## config.mk

```make
export PLATFORM = sky130hd
export DESIGN_NAME = spi_cmd_framer
export DESIGN_NICKNAME = d
export VERILOG_FILES = /design/src/rtl/spi_cmd_pkg.sv /design/src/rtl/spi_frame_assembler.sv /design/src/rtl/spi_cmd_framer.sv
export SDC_FILE = /design/constraint.sdc
export NUM_CORES = 1
export LEC_CHECK = 0
export BUFFER_PORTS_ARGS = -buffer_cell sky130_fd_sc_hd__buf_2
export CAP_MARGIN = 20
export CORE_MARGIN = 5
export CORE_UTILIZATION = 55
export DETAILED_ROUTE_END_ITERATION = 16
export PLACE_DENSITY_LB_ADDON = 0.15
export SKIP_CTS_REPAIR_TIMING = 1
export SLEW_MARGIN = 20
export SYNTH_ARGS = -nofsm -noshare
export SYNTH_HDL_FRONTEND = slang
export SYNTH_HIERARCHICAL = 1
export SYNTH_SLANG_ARGS = --single-unit
```

## constraint.sdc

```tcl
create_clock -name sysClk -period 6.9 [get_ports sysClk]
set_input_delay 1.035 -clock sysClk [delete_from_list [all_inputs] [get_ports sysClk]]
set_output_delay 1.035 -clock sysClk [all_outputs]
set_load 0.05 [all_outputs]
```

## src/rtl/spi_cmd_pkg.sv

```systemverilog
// Opcode map and command classification shared by the framer blocks.
package spi_cmd_pkg;

  localparam logic [7:0] OP_00 = 8'h00;
  localparam logic [7:0] OP_01 = 8'h01;
  localparam logic [7:0] OP_02 = 8'h02;
  localparam logic [7:0] OP_03 = 8'h03;
  localparam logic [7:0] OP_04 = 8'h04;
  localparam logic [7:0] OP_05 = 8'h05;
  localparam logic [7:0] OP_06 = 8'h06;
  localparam logic [7:0] OP_07 = 8'h07;
  localparam logic [7:0] OP_08 = 8'h08;
  localparam logic [7:0] OP_09 = 8'h09;
  localparam logic [7:0] OP_0A = 8'h0A;
  localparam logic [7:0] OP_0B = 8'h0B;

  typedef enum logic [1:0] {
    CLS_NONE     = 2'd0,
    CLS_CAMWRITE = 2'd1,
    CLS_READ     = 2'd2,
    CLS_MEM      = 2'd3
  } cls_e;

  // Map an opcode to the controller that consumes it; anything else is unknown.
  function automatic cls_e classify(input logic [7:0] op);
    case (op)
      OP_01, OP_03, OP_04, OP_05, OP_06, OP_0B: return CLS_CAMWRITE;
      OP_00, OP_02:                             return CLS_READ;
      OP_07, OP_08, OP_09, OP_0A:               return CLS_MEM;
      default:                                  return CLS_NONE;
    endcase
  endfunction

endpackage

```

## src/rtl/spi_frame_assembler.sv

```systemverilog
// Collects SPI bytes into one frame and strobes o_close with the finished
// contents. The close is combinational in the closing cycle (including a byte
// arriving in that same cycle) so the consumer can register it on the same
// edge; the collector then returns to idle with its buffer cleared.
module spi_frame_assembler #(
  parameter int DATA_BYTES   = 8,
  parameter int IDLE_TIMEOUT = 16,
  parameter int CNT_W        = $clog2(DATA_BYTES+2)
) (
  input  logic                    i_clk,
  input  logic                    i_rst_n,
  input  logic [7:0]              i_byte,
  input  logic                    i_rx_valid,
  input  logic                    i_frame_end,
  output logic                    o_close,
  output logic [7:0]              o_op,
  output logic [8*DATA_BYTES-1:0] o_data,
  output logic [CNT_W-1:0]        o_cnt
);

  localparam int IW = (IDLE_TIMEOUT > 2) ? $clog2(IDLE_TIMEOUT) : 1;
  localparam logic [IW-1:0]    IDLE_LAST = IW'(IDLE_TIMEOUT-1);
  localparam logic [CNT_W-1:0] CNT_MAX   = CNT_W'(DATA_BYTES+1);

  typedef enum logic {S_IDLE, S_COLLECT} st_e;

  st_e                     r_state, w_state_nxt;
  logic [7:0]              r_op, w_op_nxt;
  logic [8*DATA_BYTES-1:0] r_data, w_data_nxt;
  logic [CNT_W-1:0]        r_cnt, w_cnt_nxt;
  logic [IW-1:0]           r_idle;
  logic                    w_close;

  // Collector state register.
  always_ff @(posedge i_clk or negedge i_rst_n) begin
    if (!i_rst_n) r_state <= S_IDLE;
    else          r_state <= w_state_nxt;
  end

  // Next frame contents with the incoming byte merged, plus close decision.
  // The idle counter holds the number of idle cycles already elapsed, so the
  // IDLE_TIMEOUT-th idle cycle is the one where it reads IDLE_TIMEOUT-1.
  always_comb begin
    w_state_nxt = r_state;
    w_close     = 1'b0;
    w_op_nxt    = r_op;
    w_data_nxt  = r_data;
    w_cnt_nxt   = r_cnt;
    if (i_rx_valid) begin
      if (r_cnt == '0) w_op_nxt = i_byte;
      for (int b = 1; b <= DATA_BYTES; b++)
        if (r_cnt == CNT_W'(b)) w_data_nxt[8*(DATA_BYTES-b+1)-1 -: 8] = i_byte;
      if (r_cnt != CNT_MAX) w_cnt_nxt = r_cnt + 1'b1;
    end
    case (r_state)
      S_IDLE: begin
        // frame_end alone in idle is an empty frame and is ignored
        if (i_rx_valid) begin
          if (i_frame_end) w_close = 1'b1;
          else             w_state_nxt = S_COLLECT;
        end
      end
      S_COLLECT: begin
        if (i_frame_end || (!i_rx_valid && r_idle == IDLE_LAST)) begin
          w_close     = 1'b1;
          w_state_nxt = S_IDLE;
        end
      end
      default: w_state_nxt = S_IDLE;
    endcase
  end

  // Frame buffer: accumulate bytes, clear once the frame is handed off.
  always_ff @(posedge i_clk or negedge i_rst_n) begin
    if (!i_rst_n) begin
      r_op   <= '0;
      r_data <= '0;
      r_cnt  <= '0;
    end else if (w_close) begin
      r_op   <= '0;
      r_data <= '0;
      r_cnt  <= '0;
    end else begin
      r_op   <= w_op_nxt;
      r_data <= w_data_nxt;
      r_cnt  <= w_cnt_nxt;
    end
  end

  // Idle counter: restarts on every byte and whenever no frame is open.
  always_ff @(posedge i_clk or negedge i_rst_n) begin
    if (!i_rst_n)                                      r_idle <= '0;
    else if (i_rx_valid || w_close || r_state == S_IDLE) r_idle <= '0;
    else                                               r_idle <= r_idle + 1'b1;
  end

  assign o_close = w_close;
  assign o_op    = w_op_nxt;
  assign o_data  = w_data_nxt;
  assign o_cnt   = w_cnt_nxt;

endmodule

```

## src/rtl/spi_cmd_framer.sv

```systemverilog
// SPI command framer: classifies closed frames, holds one in an output slot
// until out_ready, and reports unknown opcodes and dropped frames as pulses.
module spi_cmd_framer
  import spi_cmd_pkg::*;
#(
  parameter int DATA_BYTES   = 8,
  parameter int IDLE_TIMEOUT = 16,
  parameter int CNT_W        = $clog2(DATA_BYTES+2)
) (
  input  logic                    sysClk,
  input  logic                    sysRst_n,
  input  logic [7:0]              byte_in,
  input  logic                    rx_valid,
  input  logic                    frame_end,
  input  logic                    out_ready,
  output logic [7:0]              instruction,
  output logic [8*DATA_BYTES-1:0] data,
  output logic [CNT_W-1:0]        byte_count,
  output logic                    valid_camwrite,
  output logic                    valid_read,
  output logic                    valid_mem,
  output logic                    err_unknown,
  output logic                    err_overflow
);

  logic                    w_close;
  logic [7:0]              w_op;
  logic [8*DATA_BYTES-1:0] w_data;
  logic [CNT_W-1:0]        w_cnt;
  cls_e                    w_cls;
  logic                    w_free, w_load;

  logic                    r_slot_vld;
  cls_e                    r_cls;
  logic [7:0]              r_instr;
  logic [8*DATA_BYTES-1:0] r_data;
  logic [CNT_W-1:0]        r_cnt;
  logic                    r_err_unk, r_err_ovf;

  spi_frame_assembler #(
    .DATA_BYTES  (DATA_BYTES),
    .IDLE_TIMEOUT(IDLE_TIMEOUT),
    .CNT_W       (CNT_W)
  ) u_asm (
    .i_clk      (sysClk),
    .i_rst_n    (sysRst_n),
    .i_byte     (byte_in),
    .i_rx_valid (rx_valid),
    .i_frame_end(frame_end),
    .o_close    (w_close),
    .o_op       (w_op),
    .o_data     (w_data),
    .o_cnt      (w_cnt)
  );

  assign w_cls  = classify(w_op);
  // The slot may be reloaded in the same cycle the consumer takes it.
  assign w_free = !r_slot_vld || out_ready;
  assign w_load = w_close && (w_cls != CLS_NONE) && w_free;

  // Output slot: load a classified frame, release it on out_ready.
  always_ff @(posedge sysClk or negedge sysRst_n) begin
    if (!sysRst_n) begin
      r_slot_vld <= 1'b0;
      r_cls      <= CLS_NONE;
      r_instr    <= '0;
      r_data     <= '0;
      r_cnt      <= '0;
    end else if (w_load) begin
      r_slot_vld <= 1'b1;
      r_cls      <= w_cls;
      r_instr    <= w_op;
      r_data     <= w_data;
      r_cnt      <= w_cnt;
    end else if (out_ready) begin
      r_slot_vld <= 1'b0;
    end
  end

  // Single-cycle error pulses for discarded and dropped frames.
  always_ff @(posedge sysClk or negedge sysRst_n) begin
    if (!sysRst_n) begin
      r_err_unk <= 1'b0;
      r_err_ovf <= 1'b0;
    end else begin
      r_err_unk <= w_close && (w_cls == CLS_NONE);
      r_err_ovf <= w_close && (w_cls != CLS_NONE) && !w_free;
    end
  end

  assign instruction    = r_instr;
  assign data           = r_data;
  assign byte_count     = r_cnt;
  assign valid_camwrite = r_slot_vld && (r_cls == CLS_CAMWRITE);
  assign valid_read     = r_slot_vld && (r_cls == CLS_READ);
  assign valid_mem      = r_slot_vld && (r_cls == CLS_MEM);
  assign err_unknown    = r_err_unk;
  assign err_overflow   = r_err_ovf;

endmodule

```

==> impl_metrics.yaml <==
finish:
  nets: 587
  fin_cells: 758
  drive_above_1_share_pct: 50.3
  antenna_cells: 0
  fin_area_um2: 8660
  final_util_pct: 64.6
  syn_to_final_growth_pct: 14.2
synthesis:
  synth_enable_flop_cells: 0
  yosysSeqAreaShare_pct: 53.5
  synth_fa_ha_area_share_pct: 0.825
  netlist_area_um2: 7580
  post_synth_xor_area_fraction_pct: 0.347
  avgSynthCellArea_um2: 15.9
  yosys_most_used_dff: "dfrtp_1"
  synthesis.nets: 496
  synth-seq-cells: 162
  syn-instance-count: 478
  yosys.area_share.simple_pct: 12.2
  yosys-mux-area-fraction_pct: 28.1
  yosysWarnings: 6
  synth_top_family_by_area: "multiplexers"
  synth_compound_area_share_pct: 1.12
  async_flop_share_pct: 100
  synth.distinct_cells: 43
cts:
  cts-root-buf: "clkbuf_16"
  clk_pin_slew_ns: 0.06
  worstSkewPairLatency_ns: 0.42
  cts_sinks: 162
  h-tree-depth: 4
  cts_tree: "yes"
  cts_buffers: 17
  clk_path_buf_depth: 2
setup_path:
  reg2reg_to: "data[63]$_DFFE_PN0P_"
  arrival_ns: 4.58
  criticalPathCategory: "in2reg"
  regToRegStartpoint: "u_asm/r_cnt[0]$_DFF_PN0_"
  cp_max_fo: 45
  end_kind: "register"
  crit_required_ns: 7.20
  worst_r2r_path_depth: 8
  cp-start-kind: "input pin"
  r2r_setup_slack_ns: 2.74
hold_path:
  min_to: "u_asm/r_idle[0]$_DFF_PN0_"
  hp-class: "reg2reg"
  min_from: "u_asm/r_idle[0]$_DFF_PN0_"
  hold_path_depth: 1
routing:
  drc: 0
  initialDrtViolationCount: 184
  drtAntennaViolNets: 0
  drt-vias-per-instance: 5.25
  wl_per_cell_um: 19.2
  drtPass1Iterations: 4
  drt-total-wl_mm: 14.6
  vias: 3980
timing:
  fin_tns_setup_ns: 0
  hold_ws_ns: 0.467
  post-route-period-util_pct: 62.0
  period_needed_ns: 4.28
  finalSetupViolCount: 0
  max_freq_mhz: 234
  rsz0062_at_grt: "no"
  hold_viol_final: 0
  fin_ws_ns: 2.62
  relSlewSlack_pct: 33.5
  worstMarginPinSlew_ns: 0.998
  final_max_slew_viol_count: 0
  finClkSkew_ns: 0.00860
floorplan:
  ios: 94
  num_rows: 42
  dieArea_um2: 16200
  core_region_area_um2: 13400
  initial_core_util_pct: 56.6
  die_y_um: 127
  fp.dieW_um: 127
placed_design:
  dpl_cell_area_um2: 8030
  hpwl_mm: 9.11
  io_buffers: 93
  dp.cells: 726
  place_ws_ns: 2.20
  routabilityCongestion: 0.730
pwr:
  powerDensity_nw_per_um2: 383
  p_int_mw: 2.17
  p_leak_nw: 4.57
  power_mw: 3.31
  peakVddDrop_v: 0.000271
  power_frac_clock_pct: 29.6
  p_sw_mw: 1.14
  pwr-share-comb_pct: 33.0
  sw_frac_of_total_pct: 34.5
  p_seq_share_pct: 37.4
global_route:
  grt_max_degree: 107
  grt-ovfl-total: 0
  grt_pass1_vias: 4242
  antenna_found_initial: 0
  grt_pass1_wl_mm: 23.5
  grt_use_total_pct: 18.8
status:
  status: "complete, no violations"
run:
  drv_cap: 0
## layer usage
metal  vias up  global-route usage (%)  wire (um)
met1      2052                    26.2       6890
li1       1815                       -          -
met5         -                       0          0
met2        93                    28.7       6770
met3        20                    4.22        623
met4         0                    7.95        303
## logic make-up after synthesis
kind of cell | after synthesis
buf+inv | 30
fa+ha+maj | 5
compound gates | 14
xor+xnor | 3
flops | 162
simple gates | 118
mux | 146
## power by group through the flow
stage	clock, mW	sequential, mW	combinational, mW
finish	0.982	1.24	1.09
global placement	0	1.24	1.08
detailed placement	0	1.26	1.10
global route	1.04	1.26	1.15
CTS	1.00	1.24	1.10
floorplan	0	1.61	0.520
## cell usage after synthesis, types with 4 or more instances
| library cell | count | area, um^2 |
|---|---|---|
| buf_12 | 8 | 160 |
| ha_1 | 5 | 62.6 |
| nand2_1 | 7 | 26.3 |
| buf_4 | 6 | 45.0 |
| mux2_4 | 131 | 1970 |
| a21oi_1 | 5 | 25.0 |
| inv_1 | 6 | 22.5 |
| nor2b_1 | 57 | 357 |
| nor2b_2 | 7 | 61.3 |
| nand4b_4 | 5 | 119 |
| and2_1 | 4 | 25.0 |
| mux2_2 | 12 | 135 |
| nor2_1 | 8 | 30.0 |
| nor2b_4 | 8 | 110 |
| nand3_1 | 5 | 25.0 |
| dfrtp_1 | 162 | 4050 |
## cell type report
type	instances	area (um^2)
fillers	976	4740
flip-flops and latches	162	4050
multi-input cells	286	3240
clock buffers	25	505
repair buffers	96	494
well taps	176	220
clock inverters	7	121
inverters	6	22.5
## worst max-delay path: stages
cell and delay (ns):
buf_2 0.36, and4bb_1 0.60, mux2_4 0.37, nor4_4 0.40
and3_4 0.86, buf_4 0.55, mux2_4 0.35
## cell usage in the layout (no fill, tap or decap), types with 2 or more instances in the layout
master and count:
buf_2 92, ha_1 5, mux2i_1 2, clkbuf_8 5
a31oi_1 3, inv_1 6, clkbuf_16 17, nor2b_4 8
nand3_1 5, a21oi_1 5, and2_1 4, nor2b_1 57
nand2_1 7, mux2_2 12, xnor2_1 2, clkinvlp_4 3
mux2_4 131, bufinv_16 3, dfrtp_1 162, and4bb_1 3
nand4b_4 5, nand4_1 2, clkbuf_1 3, nand2b_1 2
nor2_1 8, buf_4 3, o21ai_0 2, nor2b_2 7
## registers in the layout, indices dropped and copies added (netlist names)
register and count:
data 64, u_asm/r_state 1, err_unknown 1, u_asm/r_data 64, err_overflow 1, u_asm/r_op 8
u_asm/r_cnt 4, r_cls 2, r_slot_vld 1, instruction 8, u_asm/r_idle 4, byte_count 4
## worst max-delay path by stage
stage / start / endpoint / slack, ns
floorplan: rx_valid / byte_count[0]$_DFFE_PN0P_ / 3.74
global placement: rx_valid / data[59]$_DFFE_PN0P_ / 2.32
detailed placement: rx_valid / data[42]$_DFFE_PN0P_ / 2.20
CTS: rx_valid / data[63]$_DFFE_PN0P_ / 2.61
global route: rx_valid / data[61]$_DFFE_PN0P_ / 2.44
finish: rx_valid / data[63]$_DFFE_PN0P_ / 2.62
Power figures use the tool's default switching activity.
